**config.mk**
```make
export PLATFORM = sky130hd
export DESIGN_NAME = sram_byte_loader
export DESIGN_NICKNAME = d
export VERILOG_FILES = /design/src/rtl/sram_byte_loader.sv
export SDC_FILE = /design/constraint.sdc
export NUM_CORES = 1
export LEC_CHECK = 0
export ABC_CLOCK_PERIOD_IN_PS = 6200
export CORE_AREA = 5 5 102 104
export DETAILED_ROUTE_END_ITERATION = 6
export DIE_AREA = 0 0 107 109
export GPL_TIMING_DRIVEN = 1
export PLACE_DENSITY = 0.6
export SLEW_MARGIN = 20
export SYNTH_ARGS = -nofsm -noshare
export SYNTH_HDL_FRONTEND = slang
export SYNTH_SLANG_ARGS = --single-unit
```
**constraint.sdc**
```tcl
create_clock -name clk -period 6.2 [get_ports clk]
set_input_delay 1.24 -clock clk [delete_from_list [all_inputs] [get_ports clk]]
set_output_delay 1.24 -clock clk [all_outputs]
set_load 0.005 [all_outputs]
```
**src/rtl/sram_byte_loader.sv**
```systemverilog
// -----------------------------------------------------------------------------
// sram_byte_loader
//
// Write-side packer for the 256 x 32-bit byte-masked activation/weight SRAM.
// A start/base/length command frames a transfer of raw 8-bit operands that
// arrive over a valid/ready stream. Every accepted byte becomes one
// single-lane SRAM write. Byte k of a transfer goes to word base + k/4, lane
// 3 - k%4, so the first byte of each word occupies bits [31:24].
//
// Ports
//   clk, rst_n          clock, asynchronous active-low reset
//   start               one-cycle command pulse, honoured only when idle
//   base_addr           first SRAM word of the transfer (sampled with start)
//   byte_count          number of bytes to load (sampled with start)
//   in_valid/in_data    byte stream input
//   in_ready            loader takes a byte this cycle (independent of in_valid)
//   busy                high from command acceptance through the done cycle
//   done                one-cycle completion pulse
//   err                 pulses with done when the command overran DEPTH
//   sram_csb/sram_wsb   SRAM chip/write enable, active low
//   sram_bytemask       lane select, one-hot for byte writes
//   sram_wdata          byte written to the selected lane
//   sram_waddr          target word address (holds its value between writes)
//
// Build option
//   LOADER_CLEAR_EN     when defined, every word of an accepted transfer is
//                       zeroed (bytemask 4'b0000) before loading starts, so
//                       unwritten lanes of a partial final word read as zero.
// -----------------------------------------------------------------------------
//
// state    | meaning
// ---------+------------------------------------------------------------------
// ST_IDLE  | waiting for start
// ST_CHECK | one cycle: bounds check of base + ceil(count/4) against DEPTH
// ST_CLEAR | (LOADER_CLEAR_EN only) zero the target words, one per cycle
// ST_LOAD  | accept bytes and issue one single-lane write per byte
// ST_FIN   | one cycle: done (and err if rejected), then back to idle

module sram_byte_loader #(
    parameter int ADDR_W = 10,
    parameter int DEPTH  = 256,
    parameter int LEN_W  = 11
) (
    input  logic              clk,
    input  logic              rst_n,
    input  logic              start,
    input  logic [ADDR_W-1:0] base_addr,
    input  logic [LEN_W-1:0]  byte_count,
    input  logic              in_valid,
    input  logic [7:0]        in_data,
    output logic              in_ready,
    output logic              busy,
    output logic              done,
    output logic              err,
    output logic              sram_csb,
    output logic              sram_wsb,
    output logic [3:0]        sram_bytemask,
    output logic [7:0]        sram_wdata,
    output logic [ADDR_W-1:0] sram_waddr
);

    typedef enum logic [2:0] {
        ST_IDLE  = 3'd0,
        ST_CHECK = 3'd1,
`ifdef LOADER_CLEAR_EN
        ST_CLEAR = 3'd2,
`endif
        ST_LOAD  = 3'd3,
        ST_FIN   = 3'd4
    } state_e;

    // Wide enough that base + nwords cannot wrap for any legal input.
    localparam int SUM_W = ((ADDR_W > LEN_W) ? ADDR_W : LEN_W) + 1;

    state_e              state_q, state_d;
    logic [ADDR_W-1:0]   base_q, base_d;
    logic [LEN_W-1:0]    remaining_q, remaining_d;
    logic [ADDR_W-1:0]   word_q, word_d;
    logic [1:0]          lane_q, lane_d;
`ifdef LOADER_CLEAR_EN
    logic [LEN_W-1:0]    clr_cnt_q, clr_cnt_d;
`endif
    logic                ready_q, ready_d;
    logic                busy_q, busy_d;
    logic                done_q, done_d;
    logic                err_q, err_d;
    logic                csb_q, csb_d;
    logic                wsb_q, wsb_d;
    logic [3:0]          mask_q, mask_d;
    logic [7:0]          wdata_q, wdata_d;
    logic [ADDR_W-1:0]   waddr_q, waddr_d;

    logic [LEN_W-1:0]    nwords;
    logic [SUM_W-1:0]    end_word;
    logic                overflow;
    logic                accept;

    // ceil(count/4) without the +3 carry that could wrap a near-full count.
    assign nwords   = (remaining_q >> 2) + {{(LEN_W-1){1'b0}}, |remaining_q[1:0]};
    assign end_word = SUM_W'(base_q) + SUM_W'(nwords);
    assign overflow = end_word > SUM_W'(DEPTH);
    assign accept   = in_valid && ready_q;

    always_comb begin
        state_d     = state_q;
        base_d      = base_q;
        remaining_d = remaining_q;
        word_d      = word_q;
        lane_d      = lane_q;
`ifdef LOADER_CLEAR_EN
        clr_cnt_d   = clr_cnt_q;
`endif
        ready_d     = 1'b0;
        busy_d      = busy_q;
        done_d      = 1'b0;
        err_d       = 1'b0;
        csb_d       = 1'b1;
        wsb_d       = 1'b1;
        mask_d      = 4'b0000;
        wdata_d     = 8'h00;
        waddr_d     = waddr_q;

        case (state_q)
            ST_IDLE: begin
                if (start) begin
                    base_d      = base_addr;
                    remaining_d = byte_count;
                    busy_d      = 1'b1;
                    state_d     = ST_CHECK;
                end
            end

            ST_CHECK: begin
                if (overflow) begin
                    done_d  = 1'b1;
                    err_d   = 1'b1;
                    state_d = ST_FIN;
                end else if (remaining_q == '0) begin
                    done_d  = 1'b1;
                    state_d = ST_FIN;
                end else begin
                    word_d  = base_q;
                    lane_d  = 2'd0;
`ifdef LOADER_CLEAR_EN
                    clr_cnt_d = nwords;
                    state_d   = ST_CLEAR;
`else
                    state_d   = ST_LOAD;
`endif
                end
            end

`ifdef LOADER_CLEAR_EN
            ST_CLEAR: begin
                // Empty bytemask with an active write zeroes the whole word.
                csb_d     = 1'b0;
                wsb_d     = 1'b0;
                waddr_d   = word_q;
                clr_cnt_d = clr_cnt_q - LEN_W'(1);
                if (clr_cnt_q == LEN_W'(1)) begin
                    word_d  = base_q;
                    state_d = ST_LOAD;
                end else begin
                    word_d  = word_q + ADDR_W'(1);
                end
            end
`endif

            ST_LOAD: begin
                // in_ready is registered, so the first LOAD cycle never accepts.
                ready_d = (remaining_q != '0);
                if (accept) begin
                    csb_d       = 1'b0;
                    wsb_d       = 1'b0;
                    mask_d      = 4'b1000 >> lane_q;
                    wdata_d     = in_data;
                    waddr_d     = word_q;
                    remaining_d = remaining_q - LEN_W'(1);
                    lane_d      = lane_q + 2'd1;
                    if (lane_q == 2'd3) begin
                        word_d = word_q + ADDR_W'(1);
                    end
                    if (remaining_q == LEN_W'(1)) begin
                        ready_d = 1'b0;
                        done_d  = 1'b1;
                        state_d = ST_FIN;
                    end
                end
            end

            ST_FIN: begin
                busy_d  = 1'b0;
                state_d = ST_IDLE;
            end

            default: begin
                busy_d  = 1'b0;
                state_d = ST_IDLE;
            end
        endcase
    end

    always_ff @(posedge clk or negedge rst_n) begin
        if (!rst_n) begin
            state_q     <= ST_IDLE;
            base_q      <= '0;
            remaining_q <= '0;
            word_q      <= '0;
            lane_q      <= 2'd0;
`ifdef LOADER_CLEAR_EN
            clr_cnt_q   <= '0;
`endif
            ready_q     <= 1'b0;
            busy_q      <= 1'b0;
            done_q      <= 1'b0;
            err_q       <= 1'b0;
            csb_q       <= 1'b1;
            wsb_q       <= 1'b1;
            mask_q      <= 4'b0000;
            wdata_q     <= 8'h00;
            waddr_q     <= '0;
        end else begin
            state_q     <= state_d;
            base_q      <= base_d;
            remaining_q <= remaining_d;
            word_q      <= word_d;
            lane_q      <= lane_d;
`ifdef LOADER_CLEAR_EN
            clr_cnt_q   <= clr_cnt_d;
`endif
            ready_q     <= ready_d;
            busy_q      <= busy_d;
            done_q      <= done_d;
            err_q       <= err_d;
            csb_q       <= csb_d;
            wsb_q       <= wsb_d;
            mask_q      <= mask_d;
            wdata_q     <= wdata_d;
            waddr_q     <= waddr_d;
        end
    end

    assign in_ready      = ready_q;
    assign busy          = busy_q;
    assign done          = done_q;
    assign err           = err_q;
    assign sram_csb      = csb_q;
    assign sram_wsb      = wsb_q;
    assign sram_bytemask = mask_q;
    assign sram_wdata    = wdata_q;
    assign sram_waddr    = waddr_q;

endmodule

```
==> run summary <==
status -> finished, final reports clean
number of global-route vias before repair -> 2697
FMAX -> 299.8 MHz
setup repair bufs after CTS -> 0
Synth Flop Type -> dfrtp_1
CP Capture Type -> flip-flop
CTS sink count -> 63
Inserted Clock Buffers -> 9
Power Dens Cells -> 468.1 nW/um2
Slew Limit Fails -> 0
Min-Delay Path Class -> flip-flop to flip-flop
Setup TNS -> 0 ps
ys async rst share -> 1.000
Synth area leader -> dfrtp_1
fin area -> 4240 um2
Ant. Diodes -> 0
Peak supply drop -> 165.6 uV
Clk pin slew, worst setup/hold paths -> 60 ps
post-cts sizing count -> 0
Yosys top cell area share -> 0.4606
first-pass GRT wire length -> 12.66 mm
row cnt -> 36
Mapped Area -> 3368 um2
Synth Register Bits -> 63
routability cong. -> 0.7603
WP buf/inv -> 1
Critical-path top delay cell -> fa_1
nature of the critical path startpoint -> flip-flop
Max Fanout on Critical Path -> 9
Internal -> 1.209 mW
clk_skew -> 9.320 ps
Initial Util -> 0.3561
Final HPWL DP -> 5.409 mm
Crit path top cell by count -> fa_1
CP arrival -> 3550 ps
Clock Tree Buf Depth -> 2
Port Buffers -> 60
Sw Share -> 0.3909
latest clock arrival within the worst-skew pair -> 340 ps
Netlist cell types -> 55
RSZ-0062 raised after global routing -> no
Hold WS -> 470.1 ps
final wirelength -> 7.492 mm
max incr delay on CP -> 450 ps
setup violators final -> 0
count of flip-flops with a built-in enable after synthesis -> 0
Final Core Density -> 0.4483
Die Ht -> 109 um
vias per cell -> 5.132
Mapped Nets -> 399
Tcrit/Tclk final -> 0.5379
part of the power in the clock network -> 0.176
CTS tree -> built
type of the worst setup path -> flip-flop to flip-flop
Initial DRT Pass Iterations -> 4
nets -> 454
Avg WL per Cell -> 14.35 um
Die X -> 107 um
Final Critical Period -> 3335 ps
vias -> 2679
share of layout cells above drive strength 1 -> 0.09314
starting DRC count in detailed routing -> 86
GRT Residual Overflow -> 0
Req. time, crit path -> 6420 ps
CTS Hold Bufs -> 0
Residual DRC -> 0
dpl cell area -> 4048 um2
Clock Root Buffer -> clkbuf_8
sequential share of the synthesized area -> 0.4684
CTS HTree Levels -> 3
worst slew pin tran -> 923.7 ps
Syn Inst Count -> 348
CP delay by family, top -> adder cells
most frequent cells in the layout -> dfrtp_1, clkdlybuf4s50_1, nand2_1, nor2_1, a21oi_1
Hold Vio Cnt, Final -> 0
Cell Chain, Critical Path -> inv_1 -> ha_1 -> fa_1 -> fa_1 -> nor2b_4 -> o31ai_2 -> a21oi_1 -> xnor2_1 -> o2111ai_2 -> a21boi_4 -> nor2_4 -> a221o_1
Combinational Power Share -> 0.461
Boundary Pins -> 61
ANT nets after route -> 0
Syn. warnings -> 0
Max-slew headroom -> 0.3819
antenna violations before repair -> 0
Tot Pwr -> 1.985 mW
core box area -> 9459 um2
most common cell after layout, fill and taps aside -> dfrtp_1
sequential power share -> 0.363
synth top area cells -> dfrtp_1, ha_1, nand2_1
sw power -> 0.7759 mW
total die area -> 11660 um2
largest net degree at the start of global routing -> 64
Avg Inst Size Synth -> 9.679 um2
Tot GR Track Use -> 0.1376
Leak -> 1.882 nW
Area growth syn-to-layout -> 25.89%
max_cap viols -> 0
## synth_stat cells, drive strengths merged (2+ instances only)
master,count
dfrtp,62
nand2,45
nor2,25
a21oi,23
o21ai,21
ha,16
clkbuf,14
inv,14
and2,13
nor3,11
mux2,9
o2bb2ai,9
and3,8
a22oi,7
nand3,7
a21o,6
o22ai,6
a211oi,4
a31oi,4
buf,4
nand3b,4
nand2b,3
nor3b,3
xnor2,3
a31o,2
and4,2
fa,2
nor2b,2
o2111ai,2
o31ai,2
## cell families (layout without fill, tap and decap cells)
kind of cell	Yosys count	count (layout)	share of synthesized area
xor+xnor	4	4	0.01040
compound gates	95	95	0.1950
simple gates	127	127	0.1872
fa+ha+maj	18	18	0.07132
flops	63	63	0.4684
buf+inv	32	92	0.03752
mux	9	9	0.03009
## layout make-up
cell class                 count  area, um2
clock buffer                  12      145.1
fill                         923       5219
sequential                    63       1578
timing repair buffer          62      610.6
multi-input combinational    253       1667
clock inverter                 4      45.04
tap                          114      142.6
inverter                      14      52.55
## final timing paths
kind	startpoint	endpoint	slack (ps)	cells past startpoint
hold reg to reg	state_q[2]$_DFFE_PN0P_	busy$_DFFE_PN0P_	470	1
setup / recovery	remaining_q[0]$_DFFE_PN0P_	word_q[2]$_DFFE_PN0P_	2860	12
max in group asynchronous	rst_n	base_q[0]$_DFFE_PN0P_	4580	2
setup reg to reg	remaining_q[0]$_DFFE_PN0P_	word_q[2]$_DFFE_PN0P_	2860	12
min in group asynchronous	rst_n	remaining_q[9]$_DFFE_PN0P_	1070	2
hold / removal	state_q[2]$_DFFE_PN0P_	busy$_DFFE_PN0P_	470	1
## layer usage
| layer | GRT usage | vias up | routed length (um) | part of all wire |
|---|---|---|---|---|
| met2 | 0.2149 | 57 | 3400 | 0.45 |
| met4 | 0.04840 | 0 | 87 | 0.012 |
| li1 | - | 1342 | - | - |
| met5 | 0 | - | 0 | 0 |
| met3 | 0.03967 | 7 | 417 | 0.056 |
| met1 | 0.1831 | 1273 | 3586 | 0.48 |
## per-stage QoR
step,worst slack (ps),std cells
after detailed placement,2718,506
after CTS,2854,522
after global placement,2767,506
after floorplan,3148,348
after global routing,2676,522
final,2865,522
## state kept, by name, summed over array words and instances (netlist names), 2 cells and up
register       count
base_q            10
sram_bytemask      4
word_q            10
sram_wdata         8
sram_waddr        10
state_q            3
remaining_q       11
lane_q             2
## power by group through the flow
stage / Clock [mW] / Combinational, mW / Sequential (mW)
global placement: 0 / 0.895 / 0.722
floorplan: 0 / 0.678 / 0.683
finish: 0.349 / 0.916 / 0.720
global route: 0.374 / 1.04 / 0.749
CTS: 0.358 / 0.924 / 0.721
detailed placement: 0 / 0.920 / 0.728
No activity file was read; power rests on OpenSTA's default activity.
